`src/rtl/mpccore_cost_argmin.sv`:
```
// -----------------------------------------------------------------------------
// mpccore_cost_argmin
//
// Purpose:
//   Cost-evaluation stage that sits behind the MPC weighted-error multiplier.
//   Each candidate switching vector receives TERMS signed error terms. The
//   absolute values of those terms are summed into a saturating cost. After
//   NUM_CAND candidates, the index and cost of the cheapest candidate are
//   published. This happens once per control period.
//
// Ports:
//   clk        in   system clock, rising edge
//   reset      in   asynchronous active-low reset
//   ce         in   clock enable; ce=0 freezes all state and outputs
//   start      in   begin an evaluation (honoured only in IDLE)
//   din_valid  in   din carries a valid term this cycle
//   din        in   signed weighted error term [DIN_WIDTH-1:0]
//   busy       out  high from the accepted start until completion
//   done       out  one ce-cycle pulse when a result is published
//   best_idx   out  index of the minimum-cost candidate [IDX_WIDTH-1:0]
//   best_cost  out  cost of that candidate [ACC_WIDTH-1:0]
//   state_dbg  out  current FSM state (0=IDLE, 1=ACC, 2=DONE)
//
// Handshake:
//   There is no back-pressure toward the source. A term is consumed on every
//   rising edge where ce=1, din_valid=1 and the FSM is in ACC. The source
//   must not present more than NUM_CAND*TERMS valid terms per start.
// -----------------------------------------------------------------------------
module mpccore_cost_argmin #(
   parameter int DIN_WIDTH = 22,
   parameter int TERMS     = 3,
   parameter int NUM_CAND  = 27,
   parameter int ACC_WIDTH = 26,
   parameter int IDX_WIDTH = 5
) (
   input  logic                 clk,
   input  logic                 reset,
   input  logic                 ce,
   input  logic                 start,
   input  logic                 din_valid,
   input  logic [DIN_WIDTH-1:0] din,
   output logic                 busy,
   output logic                 done,
   output logic [IDX_WIDTH-1:0] best_idx,
   output logic [ACC_WIDTH-1:0] best_cost,
   output logic [1:0]           state_dbg
);

   localparam int TERM_W = (TERMS > 1) ? $clog2(TERMS) : 1;
   // The sum must hold the full accumulator plus one full-scale |din|
   // without losing the carry used to detect saturation.
   localparam int SUM_W  = ((ACC_WIDTH > DIN_WIDTH + 1) ? ACC_WIDTH : DIN_WIDTH + 1) + 1;

   localparam logic [TERM_W-1:0]    LAST_TERM = TERM_W'(TERMS - 1);
   localparam logic [IDX_WIDTH-1:0] LAST_CAND = IDX_WIDTH'(NUM_CAND - 1);
   localparam logic [ACC_WIDTH-1:0] ACC_MAX   = '1;

   typedef enum logic [1:0] {
      S_IDLE = 2'd0,
      S_ACC  = 2'd1,
      S_DONE = 2'd2
   } state_t;

   state_t                 state_q,     state_d;
   logic [ACC_WIDTH-1:0]   acc_q,       acc_d;
   logic [TERM_W-1:0]      term_cnt_q,  term_cnt_d;
   logic [IDX_WIDTH-1:0]   cand_cnt_q,  cand_cnt_d;
   logic [ACC_WIDTH-1:0]   run_cost_q,  run_cost_d;
   logic [IDX_WIDTH-1:0]   run_idx_q,   run_idx_d;
   logic [ACC_WIDTH-1:0]   best_cost_q, best_cost_d;
   logic [IDX_WIDTH-1:0]   best_idx_q,  best_idx_d;

   // ---------------------------------------------------------------------------
   // Datapath: |din|, saturating accumulate and the running-best comparison
   // ---------------------------------------------------------------------------
   logic [DIN_WIDTH:0]     din_ext;
   logic [DIN_WIDTH:0]     abs_din;
   logic [SUM_W-1:0]       sum_wide;
   logic                   sum_sat;
   logic [ACC_WIDTH-1:0]   acc_sum;
   logic                   last_term;
   logic                   last_cand;
   logic                   new_best;
   logic [ACC_WIDTH-1:0]   cand_cost;
   logic [IDX_WIDTH-1:0]   cand_idx;

   always_comb begin
      // One extra bit so that |-2^(DIN_WIDTH-1)| is representable.
      din_ext   = {din[DIN_WIDTH-1], din};
      abs_din   = din_ext[DIN_WIDTH] ? ((~din_ext) + {{DIN_WIDTH{1'b0}}, 1'b1}) : din_ext;
      sum_wide  = SUM_W'(acc_q) + SUM_W'(abs_din);
      sum_sat   = |sum_wide[SUM_W-1:ACC_WIDTH];
      acc_sum   = sum_sat ? ACC_MAX : sum_wide[ACC_WIDTH-1:0];
      last_term = (term_cnt_q == LAST_TERM);
      last_cand = (cand_cnt_q == LAST_CAND);
      // Candidate 0 always seeds the best. After that, only a strictly smaller
      // cost wins, so ties keep the lower index.
      new_best  = (cand_cnt_q == '0) || (acc_sum < run_cost_q);
      cand_cost = new_best ? acc_sum    : run_cost_q;
      cand_idx  = new_best ? cand_cnt_q : run_idx_q;
   end

   // ---------------------------------------------------------------------------
   // Next-state logic
   // ---------------------------------------------------------------------------
   always_comb begin
      state_d     = state_q;
      acc_d       = acc_q;
      term_cnt_d  = term_cnt_q;
      cand_cnt_d  = cand_cnt_q;
      run_cost_d  = run_cost_q;
      run_idx_d   = run_idx_q;
      best_cost_d = best_cost_q;
      best_idx_d  = best_idx_q;

      if (ce) begin
         case (state_q)
            S_IDLE: begin
               if (start) begin
                  state_d    = S_ACC;
                  acc_d      = '0;
                  term_cnt_d = '0;
                  cand_cnt_d = '0;
               end
            end

            S_ACC: begin
               if (din_valid) begin
                  if (!last_term) begin
                     acc_d      = acc_sum;
                     term_cnt_d = term_cnt_q + TERM_W'(1);
                  end else begin
                     acc_d      = '0;
                     term_cnt_d = '0;
                     run_cost_d = cand_cost;
                     run_idx_d  = cand_idx;
                     if (last_cand) begin
                        // Publish from the comparison result of this cycle.
                        // Do not use the registered running best.
                        state_d     = S_DONE;
                        cand_cnt_d  = '0;
                        best_cost_d = cand_cost;
                        best_idx_d  = cand_idx;
                     end else begin
                        cand_cnt_d = cand_cnt_q + IDX_WIDTH'(1);
                     end
                  end
               end
            end

            S_DONE: begin
               state_d = S_IDLE;
            end

            default: begin
               state_d = S_IDLE;
            end
         endcase
      end
   end

   // ---------------------------------------------------------------------------
   // State registers
   // ---------------------------------------------------------------------------
   always_ff @(posedge clk or negedge reset) begin
      if (!reset) begin
         state_q     <= S_IDLE;
         acc_q       <= '0;
         term_cnt_q  <= '0;
         cand_cnt_q  <= '0;
         run_cost_q  <= '0;
         run_idx_q   <= '0;
         best_cost_q <= '0;
         best_idx_q  <= '0;
      end else begin
         state_q     <= state_d;
         acc_q       <= acc_d;
         term_cnt_q  <= term_cnt_d;
         cand_cnt_q  <= cand_cnt_d;
         run_cost_q  <= run_cost_d;
         run_idx_q   <= run_idx_d;
         best_cost_q <= best_cost_d;
         best_idx_q  <= best_idx_d;
      end
   end

   // ---------------------------------------------------------------------------
   // Outputs are decoded from registered state. Because of this, ce=0 holds
   // every output steady.
   // ---------------------------------------------------------------------------
   assign busy      = (state_q == S_ACC);
   assign done      = (state_q == S_DONE);
   assign best_idx  = best_idx_q;
   assign best_cost = best_cost_q;
   assign state_dbg = state_q;

endmodule

```
`config.mk`:
```
export PLATFORM = sky130hd
export DESIGN_NAME = mpccore_cost_argmin
export DESIGN_NICKNAME = d
export VERILOG_FILES = /design/src/rtl/mpccore_cost_argmin.sv
export SDC_FILE = /design/constraint.sdc
export NUM_CORES = 1
export LEC_CHECK = 0
export CORE_UTILIZATION = 51
export DETAILED_ROUTE_END_ITERATION = 6
export GPL_ROUTABILITY_DRIVEN = 1
export PLACE_DENSITY = 0.72
export SLEW_MARGIN = 15
export SYNTH_ARGS = -nofsm -noshare
export SYNTH_HDL_FRONTEND = slang
export SYNTH_SLANG_ARGS = --single-unit
```
`constraint.sdc`:
```
create_clock -name clk -period 9.2 [get_ports clk]
set_input_delay 2.3 -clock clk [delete_from_list [all_inputs] [get_ports clk]]
set_output_delay 2.3 -clock clk [all_outputs]
set_load 0.02 [all_outputs]
```
# Word level (Yosys, flattened, before mapping)
# Cells that the tools add are included.
[classes]
eq_ne = 8
n_reduce_logical = 9
n_addsub = 4
n_bitwise = 1
muxes = 22
magnitude_cmp = 1
[op_table]
columns = ["cell", "count"]
rows = [
  ["$mux 26", 5],
  ["$pmux 26 s2", 1],
  ["$add 26x23->27", 1],
  ["$lt 26x26->1", 1],
  ["$mux 5", 5],
  ["$add 23x1->23 const B", 1],
  ["$mux 23", 1],
  ["$not 23->23", 1],
  ["$reduce_and 5->1", 3],
  ["$mux 2", 7],
  ["$pmux 5 s2", 1],
  ["$pmux 2 s2", 2],
  ["$reduce_and 4->1", 2],
  ["$add 5x1->5 const B", 1],
  ["$eq 5x5->1 const B", 1],
  ["$logic_not 5->1", 1],
  ["$eq 2x2->1 const B", 2],
  ["$ne 2x1->1 const B", 2],
  ["$ne 2x2->1 const B", 2],
  ["$add 2x1->2 const B", 1],
  ["$eq 2x1->1 const B", 1],
  ["$logic_not 2->1", 1],
  ["$reduce_bool 2->1", 1],
  ["$logic_or 1x1->1", 1],
]
[totals]
out_inout_bits = 35
elab_cells = 53
register_bits = 97
input_bits = 27

# Logic depth before layout (Yosys ltp)
[depth]
word_depth = 8
mapped_depth = 26

# Worst setup path before layout
# No wires, ideal clock.
[synth_path]
path_type = "input-to-reg"
from = "in din[6]"
to = "reg run_cost_q[21]"
path_stages = 25
arrival_ns = 7.810
required_ns = 9.072
setup_ns = 0.128
path_slack_ns = 1.263
n_path_buf = 2
path_cell_list = "or4_4 -> nor3_2 -> nand2b_1 -> or4_4 -> nand2b_4 -> o31ai_1 -> xnor2_1 -> ha_1 -> a21oi_1 -> o21ai_1 -> a21oi_1 -> o21ai_1 -> nor2_1 -> clkbuf_1 -> nand2_1 -> ha_1 -> a211o_1 -> o211ai_1 -> a21oi_1 -> o21a_1 -> or3_1 -> o21ai_4 -> and2_4 -> buf_4 -> mux2_1"
[synth_via]
elab_chain_len = 8
[synth_lines]
columns = ["item", "line_no", "source"]
rows = [
  ["from (decl)", "41", "input logic [DIN_WIDTH-1:0] din,"],
  ["$not 23->23", "90", "abs_din = din_ext[DIN_WIDTH] ? ((~din_ext) + {{DIN_WIDTH{1'b0}}, 1'b1}) : din_ext;"],
  ["$add 23x1->23", "90", ""],
  ["$mux 23 (*)", "90", ""],
  ["$add 26x23->27 (*)", "91", "sum_wide = SUM_W'(acc_q) + SUM_W'(abs_din);"],
  ["$mux 26 (*)", "93", "acc_sum = sum_sat ? ACC_MAX : sum_wide[ACC_WIDTH-1:0];"],
  ["$lt 26x26->1", "98", "new_best = (cand_cnt_q == '0) || (acc_sum < run_cost_q);"],
  ["$logic_or 1x1->1", "98", ""],
  ["$mux 26 (*)", "99", "cand_cost = new_best ? acc_sum : run_cost_q;"],
  ["to (signal assigned)", "180", "run_cost_q <= run_cost_d;"],
  ["to (decl)", "68", "logic [ACC_WIDTH-1:0] run_cost_q, run_cost_d;"],
]
# Every way passes the cells marked *; elsewhere a longest branch is shown, timed or not.
# A chain may end at the register's enable or synchronous reset.

# Worst setup path after layout
[layout_path]
from = "in din[6]"
to = "reg run_idx_q[0]"
[layout_via]
elab_chain_len = 8
[layout_lines]
columns = ["item", "line_no", "source"]
rows = [
  ["$not 23->23", "90", ""],
  ["$add 23x1->23", "90", ""],
  ["$mux 23 (*)", "90", ""],
  ["$add 26x23->27 (*)", "91", ""],
  ["$mux 26 (*)", "93", ""],
  ["$lt 26x26->1 (*)", "98", ""],
  ["$logic_or 1x1->1 (*)", "98", ""],
  ["$mux 5 (*)", "100", "cand_idx = new_best ? cand_cnt_q : run_idx_q;"],
  ["to (signal assigned)", "181", "run_idx_q <= run_idx_d;"],
  ["to (decl)", "69", "logic [IDX_WIDTH-1:0] run_idx_q, run_idx_d;"],
]
# Marks and branches as above.

==> out/metrics.cfg <==
[status]
status=finished, final reports clean

[power_and_ir_drop]
leakage_uw=0.00332
power.density_nw_per_um2=384
ir_drop_uv=330

[cts]
cts.sinks=97
htreeDepth=3
clockBufferDepth=2
clockRootBuffer=clkbuf_16
cts-resized-gates=0
insertion_delay_ps=350
cts_setup_buffers=0
cts_buffers=9
cts_tree=done
cts_hold_buffers=0
path_clk_slew_ps=70

[hold_path]
min_from=best_idx[4]$_DFFE_PN0P_
whs_path_depth=2
hp-class=register to register

[run]
max_cap_viol_count=0

[critical_path]
r2r_end=run_idx_q[0]$_DFFE_PN0P_
critPathBufInv=1
critPathTopFamily=simple AND/OR/NAND/NOR gates
criticalPathCategory=input port to register
ff2ff_path_depth=17
cp_max_fo=31
crit_required_ps=9430
critPathCapture=run_idx_q[0]$_DFFE_PN0P_
worstReg2RegStart=acc_q[6]$_DFFE_PN0P_
end_kind=register
crit_chain=clkdlybuf4s50_1, or4_4, nor3_2, nand2b_1, or4_4, nand2_1, xnor2_1, ha_1, a21o_1, a211oi_1, a311oi_2, o22ai_1, xor2_1, nand2_1, ha_1, a21oi_1, nor3_1, a2111oi_0, o21ai_1, or3_1, o21ai_4, and2_4, mux2_2
rrSetupSlack_ps=3970
crit_slowest_cell=or4_4
crit_start=din[6]
start_kind=input port
path_depth=23
critPathMaxStageDelay_ps=570
arrival_ps=8900

[layout]
regArea_um2=2430
drive_gt1_share_pct=6.27
final_common_cell=dfrtp_1
areaGrowthSynthToFinish_pct=16.1
antennaDiodeCount=0
design_area_um2=7540
final_cell_mix=97 x dfrtp_1, 81 x nand2_1, 60 x clkdlybuf4s50_1, 52 x ha_1, 51 x o21ai_0
fin_cells=934
num-fill-cells=1076
fin_nets=841
multiInputGateArea_um2=3790

[routing]
drcViolationCount=0
drtIter0Drc=406
detail-route-antenna-nets=0
vias_per_cell=6.02
wire_per_inst_um=18.2
routed_wl_um=17000
vias=5622
drt_pass1_iterations=5

[floorplanning]
die_area_um2=13200
io_pins=62
coreArea_um2=12200
start_util_pct=53.2
chipWidth_um=115
fp-row-count=40
die_h_um=115

[timing]
finalCritPeriodShare_pct=94.2
tns_ps=0
timing.slew.headroom_pct=22.3
tightest_slew_ps=1170
fmax_mhz=115
setup_viol=0
maxSlewViolCount=0
hold_viol_final=0
rsz0062_at_grt=no
clock_skew_ps=14.2
min_period_ps=8670

[placement]
place_congestion=0.909
dp_cells=918
port_buffers=61
postPlaceCellArea_um2=7250
dp_hpwl_um=12500

[global_route]
antenna_found_initial=0
grt_usage_pct=27.0
overflow=0
grt_pass1_wl_um=27700
grt_pass1_vias=5430
grt_max_degree=69

[synth]
seq_area_frac_synth_pct=37.4
syn-num-nets=792
synth.area.top_cells=dfrtp_1 37%, ha_1 10%, nand2_1 4.7%, o21ai_0 3.9%, xnor2_1 3.8%
syn-instance-count=712
ys_warn_count=0
yosys.area.top_type_share_pct=37.4
avgSynthCellArea_um2=9.12
synth_area_leader_cell=dfrtp_1
ys_ff_latch=97
ys_async_sr_fraction_pct=100
synth_area_um2=6500
yosys_most_used_dff=dfrtp_1
yosysUniqueCellTypes=67
synth_edf_count=0

synthesized netlist by cell type, types with 4 or more instances:
library cell and count:
a211oi_1 12, a21o_1 7, a21oi_1 29, a22o_1 26
a31o_2 4, and2_1 4, and3_1 6, buf_2 6
clkbuf_1 23, dfrtp_1 97, ha_1 52, inv_1 39
mux2_1 12, mux2i_1 7, nand2_1 81, nand2b_1 6
nand3_1 47, nand4_1 8, nor2_1 24, nor3_1 21
nor3b_1 4, nor4_1 4, o211ai_1 6, o21a_1 5
o21ai_0 51, o21ai_1 5, o311ai_0 17, o31ai_1 15
o41ai_1 4, xnor2_1 28, xor2_1 8
tightest hold or removal path: stages (launching register included):
cell	delay [ps]
dfrtp_1	340
nand2_1	50
nand2_1	50
how the worst min path moves through the flow:
stage / end / slack [ps]
global placement: best_idx[4]$_DFFE_PN0P_ / 450
finish: best_idx[4]$_DFFE_PN0P_ / 470
floorplan: run_idx_q[4]$_DFFE_PN0P_ / 450
detailed placement: best_idx[4]$_DFFE_PN0P_ / 460
CTS: best_idx[4]$_DFFE_PN0P_ / 470
global route: run_cost_q[18]$_DFFE_PN0P_ / 510
sequential cells by signal (all words and copies together) (netlist names):
| name | flops |
|---|---|
| run_cost_q | 26 |
| cand_cnt_q | 5 |
| run_idx_q | 5 |
| best_cost | 26 |
| term_cnt_q | 2 |
| state_dbg | 2 |
| best_idx | 5 |
| acc_q | 26 |
per-stage QoR:
step / util, % / worst slack, ps / power (uW) / hold slack [ps]
2_1_floorplan: - / 1260 / 1970 / 453
3_3_place_gp: 59.3 / 279 / 2490 / 449
3_5_place_dp: 59.3 / 79.3 / 2520 / 458
4_1_cts: 61.6 / 412 / 2890 / 473
5_1_grt: 61.7 / 37.9 / 3140 / 510
6_report: 61.7 / 531 / 2900 / 468
kinds of logic (layout without fill, tap and decap cells):
kind of cell | count (synthesis) | in the layout | synth area share, %
xor gates and xnor gates | 36 | 36 | 4.85
AOI/OAI and AO/OA | 206 | 206 | 22.1
adders and majority gates | 53 | 53 | 10.3
buffers and inverters | 72 | 126 | 4.51
other | 1 | 1 | 0.0577
DFF | 97 | 97 | 37.4
and+or+nand+nor | 225 | 225 | 17.1
muxes | 22 | 22 | 3.68
report_power, final:
| group | switching (uW) | internal, uW | leakage, uW | total (uW) |
|---|---|---|---|---|
| combinational | 1120 | 701 | 0.00195 | 1820 |
| clock | 164 | 193 | 0.000137 | 357 |
| sequential | 114 | 604 | 0.00124 | 719 |
per-layer routing:
layer  track usage, %  vias to the layer above  wire (um)
li1                 -                     2739          -
met4             10.0                        0        484
met2             45.2                      138       8300
met1             35.5                     2711       7650
met5                0                        -          0
met3             3.95                       34        543
area by class of cell:
type	count	share of cell area (%)
well taps	168	2.79
inverters	39	1.94
clock inverters	5	0.514
clock buffers	11	3.22
multi-input cells	543	50.3
flip-flops and latches	97	32.2
repair buffers	71	9.06
(Power assumes the default switching activity.)
